## config.mk

```make
export PLATFORM = sky130hd
export DESIGN_NAME = hazard_ctrl_flat
export DESIGN_NICKNAME = d
export VERILOG_FILES = /design/src/rtl/hazard_ctrl_if.sv /design/src/rtl/hazard_ctrl.sv /design/src/flat_wrapper.sv
export SDC_FILE = /design/constraint.sdc
export NUM_CORES = 1
export LEC_CHECK = 0
export ABC_AREA = 1
export BUFFER_PORTS_ARGS = -buffer_cell sky130_fd_sc_hd__buf_2
export CORE_MARGIN = 1.5
export CORE_UTILIZATION = 30
export CTS_CLUSTER_SIZE = 40
export DETAILED_ROUTE_END_ITERATION = 12
export SLEW_MARGIN = 20
export SYNTH_ARGS = -nofsm -noshare
export SYNTH_HDL_FRONTEND = slang
export SYNTH_SLANG_ARGS = --single-unit
```

## constraint.sdc

```tcl
create_clock -name clk -period 1.3 [get_ports clk]
set_clock_uncertainty 0.15 [all_clocks]
set_input_delay 0.13 -clock clk [delete_from_list [all_inputs] [get_ports clk]]
set_output_delay 0.13 -clock clk [all_outputs]
set_load 0.02 [all_outputs]
```

## src/rtl/hazard_ctrl_if.sv

```systemverilog
`default_nettype none
// +--------------------------------------------------------------------------+
// | Module      : hazard_ctrl_if                                              |
// | Description : Hazard-controller bundle between the pipeline datapath      |
// |               (master) and the hazard controller (slave).                 |
// | Revision    : 1.0 - initial release                                       |
// +--------------------------------------------------------------------------+
interface hazard_ctrl_if #(
  parameter int REG_W = 5
);
  // Hazard sources observed in the ID, EX and MEM stages
  logic [REG_W-1:0] RsD;
  logic [REG_W-1:0] RtD;
  logic [REG_W-1:0] RtE;
  logic             MemReadE;
  logic             BranchTakenD;
  logic             JumpD;
  logic             MemReqM;
  logic             MemReadyM;

  // Pipeline-register and PC controls
  logic             PC_Stall;
  logic             IF_Stall;
  logic             IF_Flush;
  logic             ID_EX_Stall;
  logic             ID_EX_Flush;
  logic             EX_MEM_Stall;
  logic             MemTimeout;

  modport master (
    output RsD, RtD, RtE, MemReadE, BranchTakenD, JumpD, MemReqM, MemReadyM,
    input  PC_Stall, IF_Stall, IF_Flush, ID_EX_Stall, ID_EX_Flush,
           EX_MEM_Stall, MemTimeout
  );

  modport slave (
    input  RsD, RtD, RtE, MemReadE, BranchTakenD, JumpD, MemReqM, MemReadyM,
    output PC_Stall, IF_Stall, IF_Flush, ID_EX_Stall, ID_EX_Flush,
           EX_MEM_Stall, MemTimeout
  );
endinterface
`default_nettype wire

```

## src/rtl/hazard_ctrl.sv

```systemverilog
`default_nettype none
// +--------------------------------------------------------------------------+
// | Module      : hazard_ctrl                                                 |
// | Description : 5-stage pipeline hazard controller. Resolves load-use       |
// |               hazards, branch/jump redirects and multi-cycle data-memory  |
// |               waits (with timeout). Optional performance counters are     |
// |               enabled by defining HAZARD_PERF_CNT_EN.                     |
// | Revision    : 1.0 - initial release                                       |
// +--------------------------------------------------------------------------+
module hazard_ctrl #(
  parameter int REG_W       = 5,
  parameter int MEM_TIMEOUT = 15,
  parameter int CNT_W       = 4
) (
  input wire           clk,
  input wire           rst,
  hazard_ctrl_if.slave bus
`ifdef HAZARD_PERF_CNT_EN
  ,
  output logic [31:0]  StallCycles,
  output logic [31:0]  FlushCount
`endif
);

  typedef enum logic [0:0] {
    RUN      = 1'b0,
    MEM_WAIT = 1'b1
  } state_t;

  localparam logic [REG_W-1:0] c_ZERO_REG  = '0;
  // Last wait-counter value before the access is abandoned
  localparam logic [CNT_W-1:0] c_WCNT_LAST = CNT_W'(MEM_TIMEOUT - 1);

  state_t           r_state;
  state_t           w_state_nxt;
  logic [CNT_W-1:0] r_wcnt;
  logic [CNT_W-1:0] w_wcnt_nxt;
  logic             r_timeout;
  logic             w_timeout_nxt;
  logic             w_lu;
  logic             w_mw;
  logic             w_redirect;

  // Hazard detection terms; a load into r0 never creates a dependency
  always_comb begin
    w_lu       = bus.MemReadE && (bus.RtE != c_ZERO_REG) &&
                 ((bus.RtE == bus.RsD) || (bus.RtE == bus.RtD));
    w_mw       = (r_state == MEM_WAIT) || (bus.MemReqM && !bus.MemReadyM);
    w_redirect = bus.BranchTakenD || bus.JumpD;
  end

  // Prioritised same-cycle control outputs: rst > memory wait > load-use > redirect
  always_comb begin
    bus.PC_Stall     = 1'b0;
    bus.IF_Stall     = 1'b0;
    bus.IF_Flush     = 1'b0;
    bus.ID_EX_Stall  = 1'b0;
    bus.ID_EX_Flush  = 1'b0;
    bus.EX_MEM_Stall = 1'b0;
    bus.MemTimeout   = r_timeout;
    if (rst) begin
      bus.IF_Flush    = 1'b1;
      bus.ID_EX_Flush = 1'b1;
    end else if (w_mw) begin
      bus.PC_Stall     = 1'b1;
      bus.IF_Stall     = 1'b1;
      bus.ID_EX_Stall  = 1'b1;
      bus.EX_MEM_Stall = 1'b1;
    end else if (w_lu) begin
      // A redirect seen here is dropped; ID re-presents it after the stall
      bus.PC_Stall    = 1'b1;
      bus.IF_Stall    = 1'b1;
      bus.ID_EX_Flush = 1'b1;
    end else if (w_redirect) begin
      bus.IF_Flush = 1'b1;
    end
  end

  // Memory-wait FSM next state, wait counter and sticky timeout
  always_comb begin
    w_state_nxt   = r_state;
    w_wcnt_nxt    = r_wcnt;
    w_timeout_nxt = r_timeout;
    case (r_state)
      RUN: begin
        if (bus.MemReqM && !bus.MemReadyM) begin
          w_state_nxt = MEM_WAIT;
          w_wcnt_nxt  = '0;
        end
      end
      MEM_WAIT: begin
        if (bus.MemReadyM) begin
          w_state_nxt = RUN;
        end else if (r_wcnt == c_WCNT_LAST) begin
          w_timeout_nxt = 1'b1;
          w_state_nxt   = RUN;
        end else begin
          w_wcnt_nxt = r_wcnt + 1'b1;
        end
      end
      default: begin
        w_state_nxt = RUN;
      end
    endcase
  end

  // FSM state register; reset aborts any in-flight wait
  always_ff @(posedge clk) begin
    if (rst) begin
      r_state   <= RUN;
      r_wcnt    <= '0;
      r_timeout <= 1'b0;
    end else begin
      r_state   <= w_state_nxt;
      r_wcnt    <= w_wcnt_nxt;
      r_timeout <= w_timeout_nxt;
    end
  end

`ifdef HAZARD_PERF_CNT_EN
  logic [31:0] r_stall_cycles;
  logic [31:0] r_flush_count;

  // Free-running performance counters, wrapping at 2^32
  always_ff @(posedge clk) begin
    if (rst) begin
      r_stall_cycles <= '0;
      r_flush_count  <= '0;
    end else begin
      if (bus.PC_Stall) r_stall_cycles <= r_stall_cycles + 32'd1;
      if (bus.IF_Flush) r_flush_count  <= r_flush_count + 32'd1;
    end
  end

  assign StallCycles = r_stall_cycles;
  assign FlushCount  = r_flush_count;
`endif

endmodule
`default_nettype wire
```

## src/flat_wrapper.sv

```systemverilog
// flat-port wrapper written by rule: the top's interface ports become plain ports
module hazard_ctrl_flat 
#(
  parameter int REG_W       = 5,
  parameter int MEM_TIMEOUT = 15,
  parameter int CNT_W       = 4
)
  (clk, rst, bus_RsD, bus_RtD, bus_RtE, bus_MemReadE, bus_BranchTakenD, bus_JumpD, bus_MemReqM, bus_MemReadyM, bus_PC_Stall, bus_IF_Stall, bus_IF_Flush, bus_ID_EX_Stall, bus_ID_EX_Flush, bus_EX_MEM_Stall, bus_MemTimeout);
  hazard_ctrl_if #(.REG_W(REG_W)) bus_i ();
  input wire clk;
  input wire rst;
  input wire logic [$bits(bus_i.RsD)-1:0] bus_RsD;
  input wire logic [$bits(bus_i.RtD)-1:0] bus_RtD;
  input wire logic [$bits(bus_i.RtE)-1:0] bus_RtE;
  input wire logic [$bits(bus_i.MemReadE)-1:0] bus_MemReadE;
  input wire logic [$bits(bus_i.BranchTakenD)-1:0] bus_BranchTakenD;
  input wire logic [$bits(bus_i.JumpD)-1:0] bus_JumpD;
  input wire logic [$bits(bus_i.MemReqM)-1:0] bus_MemReqM;
  input wire logic [$bits(bus_i.MemReadyM)-1:0] bus_MemReadyM;
  output wire logic [$bits(bus_i.PC_Stall)-1:0] bus_PC_Stall;
  output wire logic [$bits(bus_i.IF_Stall)-1:0] bus_IF_Stall;
  output wire logic [$bits(bus_i.IF_Flush)-1:0] bus_IF_Flush;
  output wire logic [$bits(bus_i.ID_EX_Stall)-1:0] bus_ID_EX_Stall;
  output wire logic [$bits(bus_i.ID_EX_Flush)-1:0] bus_ID_EX_Flush;
  output wire logic [$bits(bus_i.EX_MEM_Stall)-1:0] bus_EX_MEM_Stall;
  output wire logic [$bits(bus_i.MemTimeout)-1:0] bus_MemTimeout;
  assign bus_i.RsD = bus_RsD;
  assign bus_i.RtD = bus_RtD;
  assign bus_i.RtE = bus_RtE;
  assign bus_i.MemReadE = bus_MemReadE;
  assign bus_i.BranchTakenD = bus_BranchTakenD;
  assign bus_i.JumpD = bus_JumpD;
  assign bus_i.MemReqM = bus_MemReqM;
  assign bus_i.MemReadyM = bus_MemReadyM;
  assign bus_PC_Stall = bus_i.PC_Stall;
  assign bus_IF_Stall = bus_i.IF_Stall;
  assign bus_IF_Flush = bus_i.IF_Flush;
  assign bus_ID_EX_Stall = bus_i.ID_EX_Stall;
  assign bus_ID_EX_Flush = bus_i.ID_EX_Flush;
  assign bus_EX_MEM_Stall = bus_i.EX_MEM_Stall;
  assign bus_MemTimeout = bus_i.MemTimeout;
  hazard_ctrl #(.REG_W(REG_W), .MEM_TIMEOUT(MEM_TIMEOUT), .CNT_W(CNT_W)) u_core (.clk(clk), .rst(rst), .bus(bus_i));
endmodule
```

==> run summary, run 1 <==
Initial Util -> 0.321
Hold WC Path Type -> in -> reg
count of buffers from port buffering -> 28
Hold Fails Final Rpt -> 0
CP max FO -> 3
Tot GR Track Use -> 0.156
final worst setup slack -> -0.0441 ns
core area -> 1730 sq um
Netlist cell types -> 20
unrepaired setup endpoints after global routing -> true
fin crit share -> 1.03
crit path kind -> reg -> out
Yosys Warn Count -> 0
CP Launch Type -> register
Pre-antenna DRT Iters -> 4
Post-Syn Area -> 554 sq um
Worst R2R Start -> u_core.r_wcnt[0]
worst slew pin tran -> 0.252 ns
total gr overflow -> 0
synthesis-to-finish area growth -> 79.7%
Max-slew headroom -> 0.832
post-layout min period -> 1.34 ns
routed len/inst -> 10.1 um
CP Cell Sequence -> a21oi_4 -> nor2_2 -> a21oi_2 -> buf_4
Die ar. -> 2110 sq um
Clk Latency, worst-skew pair -> 0.25 ns
routability cong. -> 0.787
hold path cells -> 2
Yosys top cell by area -> dfxtp_1
final wirelength -> 1580 um
VDD IR max -> 0.000403 V
Main synth FF type -> dfxtp_1
Synth Area per Inst -> 5.90 sq um
antenna-violating nets left -> 0
Clock power frac -> 0.302
Die Wd -> 46.0 um
routed vias -> 698
status -> finished, violations left
vias in the first global route -> 601
sequential area share after synthesis -> 0.217
Synth Register Bits -> 6
Logic pwr share -> 0.388
CP peak stage delay -> 0.34 ns
Synthesized Nets -> 118
fraction of registers with async set/reset -> 0
Final Max Slew Viols -> 0
Site Rows -> 15
CTS tree -> yes
count leader, synth -> nand2_1
failing checks -> negative setup slack
Crit. End Element -> output pin
leak pwr -> 0.000508 uW
clock transition at the registers of the reported paths -> 0.05 ns
Via-to-Cell Ratio -> 4.47
sw frac -> 0.331
Worst Path Required -> 1.02 ns
Psw -> 201 uW
PwrDens -> 608 nW/um^2
data arrival time at the worst-slack endpoint -> 1.06 ns
Worst Hold Launch -> rst
Critical Path Start -> u_core.r_state
Power Total -> 606 uW
Setup WS pre-CTS -> -0.0420 ns
endpoints failing setup -> 2
Power Internal -> 405 uW
H-tree depth -> 1
Commonest cells post-synth -> 28 x nand2_1, 15 x inv_1, 11 x nor2_1
antenna cell count -> 0
Final #Nets -> 157
Post-synth EDFFs -> 0
Seq pwr share -> 0.311
first-pass GRT wire length -> 2350 um
clock buffer depth -> 2
root buf cell -> clkbuf_4
# IOs -> 29
initial antenna violation count -> 0
drc violations -> 0
clk sink count -> 6
FF-to-FF path depth -> 7
initial DRC count -> 13
cts bufs inserted -> 3
Worst path slowest cell -> dfxtp_4
largest net degree at the start of global routing -> 8
chip height -> 46.0 um
maxcap violations -> 0
WHS -> 0.00236 ns
Syn Inst Count -> 94
post-synth top area share -> 0.217
share of layout cells above drive strength 1 -> 0.557
DP HPWL -> 1170 um
f_max -> 744 MHz
top post-synthesis cells by area -> dfxtp_1 22%, nand2_1 19%, inv_1 10%
## cells in the final DEF (no fill, tap or decap)
cell,netlist,layout
a21oi_1,6,2
a21oi_2,2,5
a21oi_4,0,1
and3_4,0,2
buf_2,0,16
buf_4,2,10
buf_6,0,6
buf_8,0,2
clkbuf_4,0,3
dfxtp_1,6,3
dfxtp_2,0,2
dfxtp_4,0,1
dlygate4sd3_1,0,2
ha_1,2,1
ha_4,0,1
inv_1,15,11
inv_2,3,5
inv_4,0,2
nand2_1,28,24
nand2_2,1,5
nand2_8,0,1
nand3_1,6,3
nand3_2,0,1
nand3_4,0,2
nand3b_1,1,1
nand3b_4,1,1
nand4_1,1,1
nor2_1,11,7
nor2_2,0,3
nor2_4,0,1
nor3_2,0,2
o21ai_0,1,1
or2_2,1,1
xnor2_1,2,2
## layout make-up
type | instances | area (sq um)
Fill cell | 165 | 731
Multi-Input combinational cell | 68 | 470
Timing Repair Buffer | 36 | 273
Sequential cell | 6 | 126
Inverter | 18 | 72.6
Tap cell | 25 | 31.3
Clock buffer | 3 | 22.5
## power by group through the flow
| stage | registers (uW) | logic, uW | clock network (uW) |
|---|---|---|---|
| 6_report | 188 | 235 | 183 |
| 3_3_place_gp | 193 | 167 | 0 |
| 2_1_floorplan | 193 | 101 | 0 |
| 4_1_cts | 189 | 205 | 185 |
| 5_1_grt | 188 | 255 | 198 |
| 3_5_place_dp | 193 | 170 | 0 |
## worst paths after layout
kind / end / slack, ns
worst min-delay path: u_core.r_wcnt[1] / 0.002
worst min register to register: u_core.bus.MemTimeout / 0.39
worst max-delay path: bus_ID_EX_Flush / -0.04
worst max register to register: u_core.r_wcnt[2] / 0.01
## logic make-up after synthesis
kind of cell    Yosys count  share of synthesized area
simple gates             55                      0.463
buf+inv                  20                      0.149
compound gates            9                     0.0948
flops                     6                      0.217
xor+xnor                  2                     0.0316
fa+ha+maj                 2                     0.0451
## worst max-delay path: cells and delay by family, from the launching register on
family / cells / cell delay [ns]
and+or+nand+nor: 1 / 0.07
buffers and inverters: 1 / 0.15
AOI/OAI and AO/OA: 2 / 0.25
DFF: 1 / 0.34
## timing repair
item	CTS	global route
hold buffers	2	0
endpoints found under the setup margin	10	9
gates cloned	0	0
hold endpoints to repair	1	0
gates resized for setup	27	22
buffers inserted	1	1
pin swaps	14	10
## registers in the layout (all words and copies together), names as in the netlist
name,count
u_core.r_wcnt,4
u_core.bus.MemTimeout,1
u_core.r_state,1
## metal layers
| metal | wire length, um | share of wire | track usage | vias up |
|---|---|---|---|---|
| li1 | - | - | - | 360 |
| met1 | 673 | 0.43 | 0.176 | 309 |
| met2 | 795 | 0.50 | 0.275 | 23 |
| met3 | 80 | 0.051 | 0.0516 | 6 |
| met4 | 31 | 0.020 | 0.0457 | 0 |
| met5 | 0 | 0 | 0 | - |
## through the flow
| step | instance area (sq um) | utilization | instances | setup TNS, ns |
|---|---|---|---|---|
| floorplan | 562 | - | 94 | 0 |
| global placement | 748 | 0.433 | 149 | -0.0771 |
| detailed placement | 748 | 0.433 | 149 | -0.225 |
| CTS | 892 | 0.517 | 155 | -0.0607 |
| global route | 996 | 0.577 | 156 | -0.386 |
| finish | 996 | 0.577 | 156 | -0.0571 |
Power figures use the tool's default switching activity.
==> inputs of run 2 (changes only) <==
==> constraint.sdc (replaced) <==
create_clock -name clk -period 1.3 [get_ports clk]
set_clock_uncertainty 0.15 [all_clocks]
set_input_delay 0.065 -clock clk [delete_from_list [all_inputs] [get_ports clk]]
set_output_delay 0.065 -clock clk [all_outputs]
set_load 0.02 [all_outputs]
==> run 2 against run 1 <==
  * The flow still finishes with violations (negative setup slack)
  * Sequential power about the same
  * Flip-flop and latch count unchanged
  * Setup slack improved by 0.040 ns
  * Via count decreased by 3.4%
  * Critical path type unchanged
  * Highest routed layer is now met3
==> run summary, run 2 (synthesis results as in run 1) <==
status -> finished, violations left
failing checks -> negative setup slack
Worst Path Required -> 1.09 ns (+0.07 ns)
CTS tree -> yes
initial antenna violation count -> 0 (unchanged)
Setup WS pre-CTS -> -0.0391 ns (+0.00288 ns)
root buf cell -> clkbuf_4
post-layout min period -> 1.30 ns (-0.0398 ns)
Psw -> 191 uW (-5.0%)
Worst Hold Endpoint -> u_core.r_wcnt[2]
PwrDens -> 640 nW/um^2 (+5.1%)
drc violations -> 0 (unchanged)
clk sink count -> 6 (unchanged)
most common cell after layout, fill and taps aside -> nand2_1
CP max FO -> 5 (+2)
largest reg by FF count -> u_core.r_wcnt
unrepaired setup endpoints after global routing -> true
FF-to-FF path depth -> 7 (unchanged)
endpoints failing setup -> 1 (-1)
DP HPWL -> 1110 um (-4.4%)
Final TNS setup -> -0.00438 ns (+0.0527 ns)
f_max -> 767 MHz (+3.0%)
H-tree depth -> 1 (unchanged)
sequential standard cell area -> 125 sq um (-0.99%)
vias in the first global route -> 611 (+1.7%)
cts bufs inserted -> 3 (unchanged)
Hold WC Path Type -> in -> reg
most frequent cells in the layout -> 25 x nand2_1, 21 x buf_2, 12 x inv_1
Critical Path Start -> u_core.r_state
Crit. End Element -> output pin
fin crit share -> 1.00 (-0.0306)
Hold Fails Final Rpt -> 0 (unchanged)
Die ar. -> 2110 sq um (unchanged)
Multi-input gate area -> 418 sq um (-11%)
count of buffers from port buffering -> 28 (unchanged)
synthesis-to-finish area growth -> 63.2%
Via-to-Cell Ratio -> 4.32 (-3.4%)
initial DRC count -> 6 (-7)
antenna cell count -> 0 (unchanged)
worst slew pin tran -> 0.220 ns (-0.0326 ns)
hold path cells -> 4 (+2)
Die Wd -> 46.0 um (unchanged)
antenna-violating nets left -> 0 (unchanged)
Seq pwr share -> 0.328 (+0.017)
total gr overflow -> 0 (unchanged)
clock transition at the registers of the reported paths -> 0.05 ns (about the same)
number of flip-flops in the largest register -> 4 (unchanged)
# IOs -> 29 (unchanged)
sw frac -> 0.329 (-0.00162)
chip height -> 46.0 um (unchanged)
Worst R2R Start -> u_core.r_wcnt[0]
Clock power frac -> 0.315 (+0.013)
Core Util, Final -> 0.524 (-0.0529)
fillcell total -> 197 (+19%)
R2R setup slack -> 0.02 ns (about the same)
core area -> 1730 sq um (unchanged)
share of layout cells above drive strength 1 -> 0.481 (-0.0763)
Worst Hold Launch -> bus_MemReqM
final worst setup slack -> -0.00438 ns (+0.0398 ns)
routed vias -> 674 (-3.4%)
Final #Nets -> 157 (unchanged)
data arrival time at the worst-slack endpoint -> 1.09 ns (+0.03 ns)
leak pwr -> 0.000499 uW (-1.9%)
crit path kind -> reg -> out
final wirelength -> 1440 um (-9.2%)
routability cong. -> 0.793 (+0.84%)
Power Internal -> 388 uW (-4.3%)
Clk Latency, worst-skew pair -> 0.25 ns (about the same)
Max-slew headroom -> 0.853 (+0.0218)
maxcap violations -> 0 (unchanged)
placed cell area -> 741 sq um (-1.0%)
first-pass GRT wire length -> 2280 um (-2.9%)
CP Launch Type -> register
design area -> 905 sq um (-9.2%)
Tot GR Track Use -> 0.147 (-0.00888)
Logic pwr share -> 0.357 (-0.031)
Reg2Reg Capture Point -> u_core.r_wcnt[2]
routed len/inst -> 9.20 um (-9.2%)
Initial Util -> 0.321 (unchanged)
Site Rows -> 15 (unchanged)
largest net degree at the start of global routing -> 8 (unchanged)
Pre-antenna DRT Iters -> 4 (unchanged)
clock buffer depth -> 2 (unchanged)
VDD IR max -> 0.000443 V (+10%)
Final Max Slew Viols -> 0 (unchanged)
==> run 2: changes by cell type in the layout (fill, tap and decap cells not counted), moves of 2 or more <==
| cell | change |
|---|---|
| buf_2 | +5 |
| a21oi_2 | -3 |
| nand3_2 | +2 |
| buf_6 | -2 |
| nand3_4 | -2 |
| a21oi_1 | +3 |
| nor2_1 | +2 |
| buf_8 | -2 |
| nor2_2 | -2 |
==> run 2: per-layer routing <==
| metal | vias to the layer above | GRT usage | share of wire |
|---|---|---|---|
| li1 | 361 | - | - |
| met1 | 296 | 0.176 | 0.41 |
| met2 | 17 | 0.261 | 0.54 |
| met3 | 0 | 0.0476 | 0.046 |
| met4 | 0 | 0.0171 | 0 |
| met5 | - | 0 | 0 |
==> run 2: power groups by stage <==
stage          clock network, uW  logic (uW)  registers, uW
2_1_floorplan                  0         100            193
3_3_place_gp                   0         160            193
3_5_place_dp                   0         164            193
4_1_cts                      187         177            191
5_1_grt                      201         229            190
6_report                     182         207            190
==> run 2: worst max-delay path, stage by stage, from the launching register on <==
cell,delay [ns]
dfxtp_4,0.35
a21oi_4,0.18
nor2_4,0.05
a21oi_2,0.11
buf_4,0.15
==> run 2: worst max-delay path by stage <==
stage,to,slack (ns)
floorplan,u_core.r_wcnt[3],-0.0003
global placement,u_core.r_wcnt[3],0.008
detailed placement,u_core.r_wcnt[2],-0.04
CTS,u_core.r_wcnt[1],-0.0005
global route,bus_ID_EX_Flush,-0.06
finish,bus_ID_EX_Flush,-0.004
==> run 2: cell type report <==
cell class	instances	share of cell area
sequential	6	0.138
timing repair buffer	36	0.263
tap	25	0.0346
inverter	18	0.0775
multi-input combinational	68	0.462
clock buffer	3	0.0249
==> run 2: per-stage QoR <==
| stage | total power, uW | hold WS (ns) | std cells |
|---|---|---|---|
| after global placement | 354 | 0.188 | 149 |
| after floorplan | 293 | -0.0159 | 94 |
| after detailed placement | 358 | 0.191 | 149 |
| after global routing | 621 | 0.124 | 156 |
| after CTS | 555 | 0.0681 | 154 |
| final | 579 | 0.100 | 156 |
==> run 2: repair_timing <==
action / in CTS / in global routing
hold buffers: 2 / 0
setup endpoints to repair: 10 / 12
pin swaps: 0 / 10
gates resized for setup: 7 / 26
hold endpoints to repair: 4 / 0
buffers inserted: 0 / 2
==> inputs of run 3 (changes only) <==
--- a/config.mk
+++ b/config.mk
@@ -8,9 +8,10 @@
 export ABC_AREA = 1
 export BUFFER_PORTS_ARGS = -buffer_cell sky130_fd_sc_hd__buf_2
 export CORE_MARGIN = 1.5
-export CORE_UTILIZATION = 30
+export CORE_UTILIZATION = 35
 export CTS_CLUSTER_SIZE = 40
 export DETAILED_ROUTE_END_ITERATION = 12
+export PLACE_DENSITY = 0.67
 export SLEW_MARGIN = 20
 export SYNTH_ARGS = -nofsm -noshare
 export SYNTH_HDL_FRONTEND = slang
==> run 3 against run 2 <==
  * The flow now finishes without violations
  * Hold slack got worse by 0.075 ns
  * Highest routed layer unchanged
  * Critical path depth did not move
  * Flip-flop and latch count did not move
  * Sequential power barely moved
  * Final cell count fell by 7.1%
  * Power fell by 5.3%
  * Non-clock buffer count fell by 2
==> run summary, run 3 (synthesis results as in run 1) <==
status -> completed
share of layout cells above drive strength 1 -> 0.465 (-0.0158)
Tot GR Track Use -> 0.167 (+0.0199)
PwrDens -> 629 nW/um^2 (-1.7%)
most common cell after layout, fill and taps aside -> nand2_1
Hold WC Path Type -> in -> reg
maxcap violations -> 0 (unchanged)
Seq pwr share -> 0.346 (+0.018)
Site Rows -> 14 (-1)
initial antenna violation count -> 0 (unchanged)
routed vias -> 654 (-3.0%)
chip height -> 42.8 um (-6.9%)
Power Internal -> 379 uW (-2.3%)
largest reg by FF count -> u_core.r_wcnt
unrepaired setup endpoints after global routing -> true
Critical Path Start -> u_core.r_state
# IOs -> 29 (unchanged)
root buf cell -> clkbuf_4
vias in the first global route -> 633 (+3.6%)
Die Wd -> 42.8 um (-6.9%)
total gr overflow -> 0 (unchanged)
Reg2Reg Capture Point -> u_core.r_wcnt[3]
Power Total -> 548 uW (-5.3%)
fillcell total -> 146 (-26%)
VDD IR max -> 0.000251 V (-43%)
Worst Path Required -> 1.09 ns (about the same)
largest net degree at the start of global routing -> 8 (unchanged)
Die ar. -> 1830 sq um (-13%)
Worst R2R Start -> u_core.r_state
DP HPWL -> 1040 um (-6.6%)
Hold Fails Final Rpt -> 0 (unchanged)
Final Max Slew Viols -> 0 (unchanged)
post-route insts no fill -> 145 (-7.1%)
Worst Hold Endpoint -> u_core.bus.MemTimeout
Setup WS pre-CTS -> -0.0191 ns (+0.0201 ns)
sw frac -> 0.308 (-0.0214)
clock transition at the registers of the reported paths -> 0.04 ns (about the same)
Crit. End Element -> output pin
Worst Hold Launch -> bus_MemReadyM
post-layout min period -> 1.28 ns (-0.0263 ns)
Final #Nets -> 155 (-1.3%)
cts bufs inserted -> 3 (unchanged)
FF-to-FF path depth -> 5 (-2)
worst slew pin tran -> 0.247 ns (+0.0275 ns)
antenna-violating nets left -> 0 (unchanged)
initial DRC count -> 8 (+2)
antenna cell count -> 0 (unchanged)
crit path kind -> reg -> out
drc violations -> 0 (unchanged)
final wirelength -> 1290 um (-9.9%)
Pre-antenna DRT Iters -> 2 (-2)
hold path cells -> 4 (unchanged)
CP max FO -> 3 (-2)
routed len/inst -> 8.92 um (-3.1%)
f_max -> 782 MHz (+2.1%)
count of buffers from port buffering -> 28 (unchanged)
CP Launch Type -> register
fin crit share -> 0.983 (-0.0203)
Clock power frac -> 0.298 (-0.017)
Initial Util -> 0.372 (+0.0513)
final worst setup slack -> 0.0220 ns (+0.0263 ns)
Clk Latency, worst-skew pair -> 0.24 ns (about the same)
Max-slew headroom -> 0.835 (-0.0183)
clock buffer depth -> 2 (unchanged)
core area -> 1490 sq um (-14%)
H-tree depth -> 1 (unchanged)
leak pwr -> 0.000479 uW (-4.0%)
Psw -> 169 uW (-11%)
routability cong. -> 0.830 (+4.7%)
number of flip-flops in the largest register -> 4 (unchanged)
Core Util, Final -> 0.585 (+0.0610)
first-pass GRT wire length -> 2400 um (+5.4%)
data arrival time at the worst-slack endpoint -> 1.06 ns (-0.03 ns)
CTS tree -> yes
clk sink count -> 6 (unchanged)
Via-to-Cell Ratio -> 4.51 (+4.4%)
synthesis-to-finish area growth -> 57.1%
most frequent cells in the layout -> 28 x nand2_1, 25 x buf_2, 13 x inv_1
R2R setup slack -> 0.03 ns (about the same)
cell count after placement -> 140 (-6.0%)
Logic pwr share -> 0.356 (about the same)
WHS -> 0.0251 ns (-0.0753 ns)
endpoints failing setup -> 0 (-1)
[run 3: metrics by stage]
step                setup TNS (ns)  cell area [sq um]
floorplan                -0.000666                554
global placement                 0                729
detailed placement         -0.0624                729
CTS                              0                816
global route               -0.0533                871
finish                           0                871
[run 3: cell type report]
cell class,instances,area (sq um),area share
clock buffer,3,22.5,0.0259
tap,16,20.0,0.0230
timing repair buffer,34,203,0.233
sequential,6,126,0.145
inverter,18,67.6,0.0776
multi-input combinational,68,432,0.496
[run 3: worst max path at each step]
stage / end / cells after the start
3_3_place_gp: u_core.r_wcnt[2] / 7
4_1_cts: bus_PC_Stall / 4
5_1_grt: bus_IF_Stall / 4
6_report: bus_PC_Stall / 4
3_5_place_dp: u_core.r_wcnt[3] / 7
2_1_floorplan: u_core.r_wcnt[3] / 7
[run 3: timing repair]
action / in CTS / in global routing
cloned: 0 / 0
endpoints found under the setup margin: 10 / 9
setup buffers: 1 / 0
pin swaps: 3 / 5
gates resized for setup: 13 / 13
hold buffers: 1 / 0
hold endpoints to repair: 4 / 0
[run 3: power groups by stage]
stage	Clock [uW]	Sequential, uW	Combinational, uW
2_1_floorplan	0	193	100
3_5_place_dp	0	194	167
3_3_place_gp	0	194	163
6_report	163	190	195
4_1_cts	172	190	184
5_1_grt	183	190	217
[run 3: layer usage]
layer,GRT usage,vias up,share of wire
met5,0,-,0
met4,0.0500,0,0
met3,0.0426,0,0.042
met2,0.327,18,0.56
met1,0.168,275,0.40
li1,-,361,-
[run 3: critical path, cell delays in order (launching register included)]
cell and delay, ns:
dfxtp_4 0.36, a21oi_4 0.04, buf_4 0.15, a21oi_4 0.14, buf_6 0.14
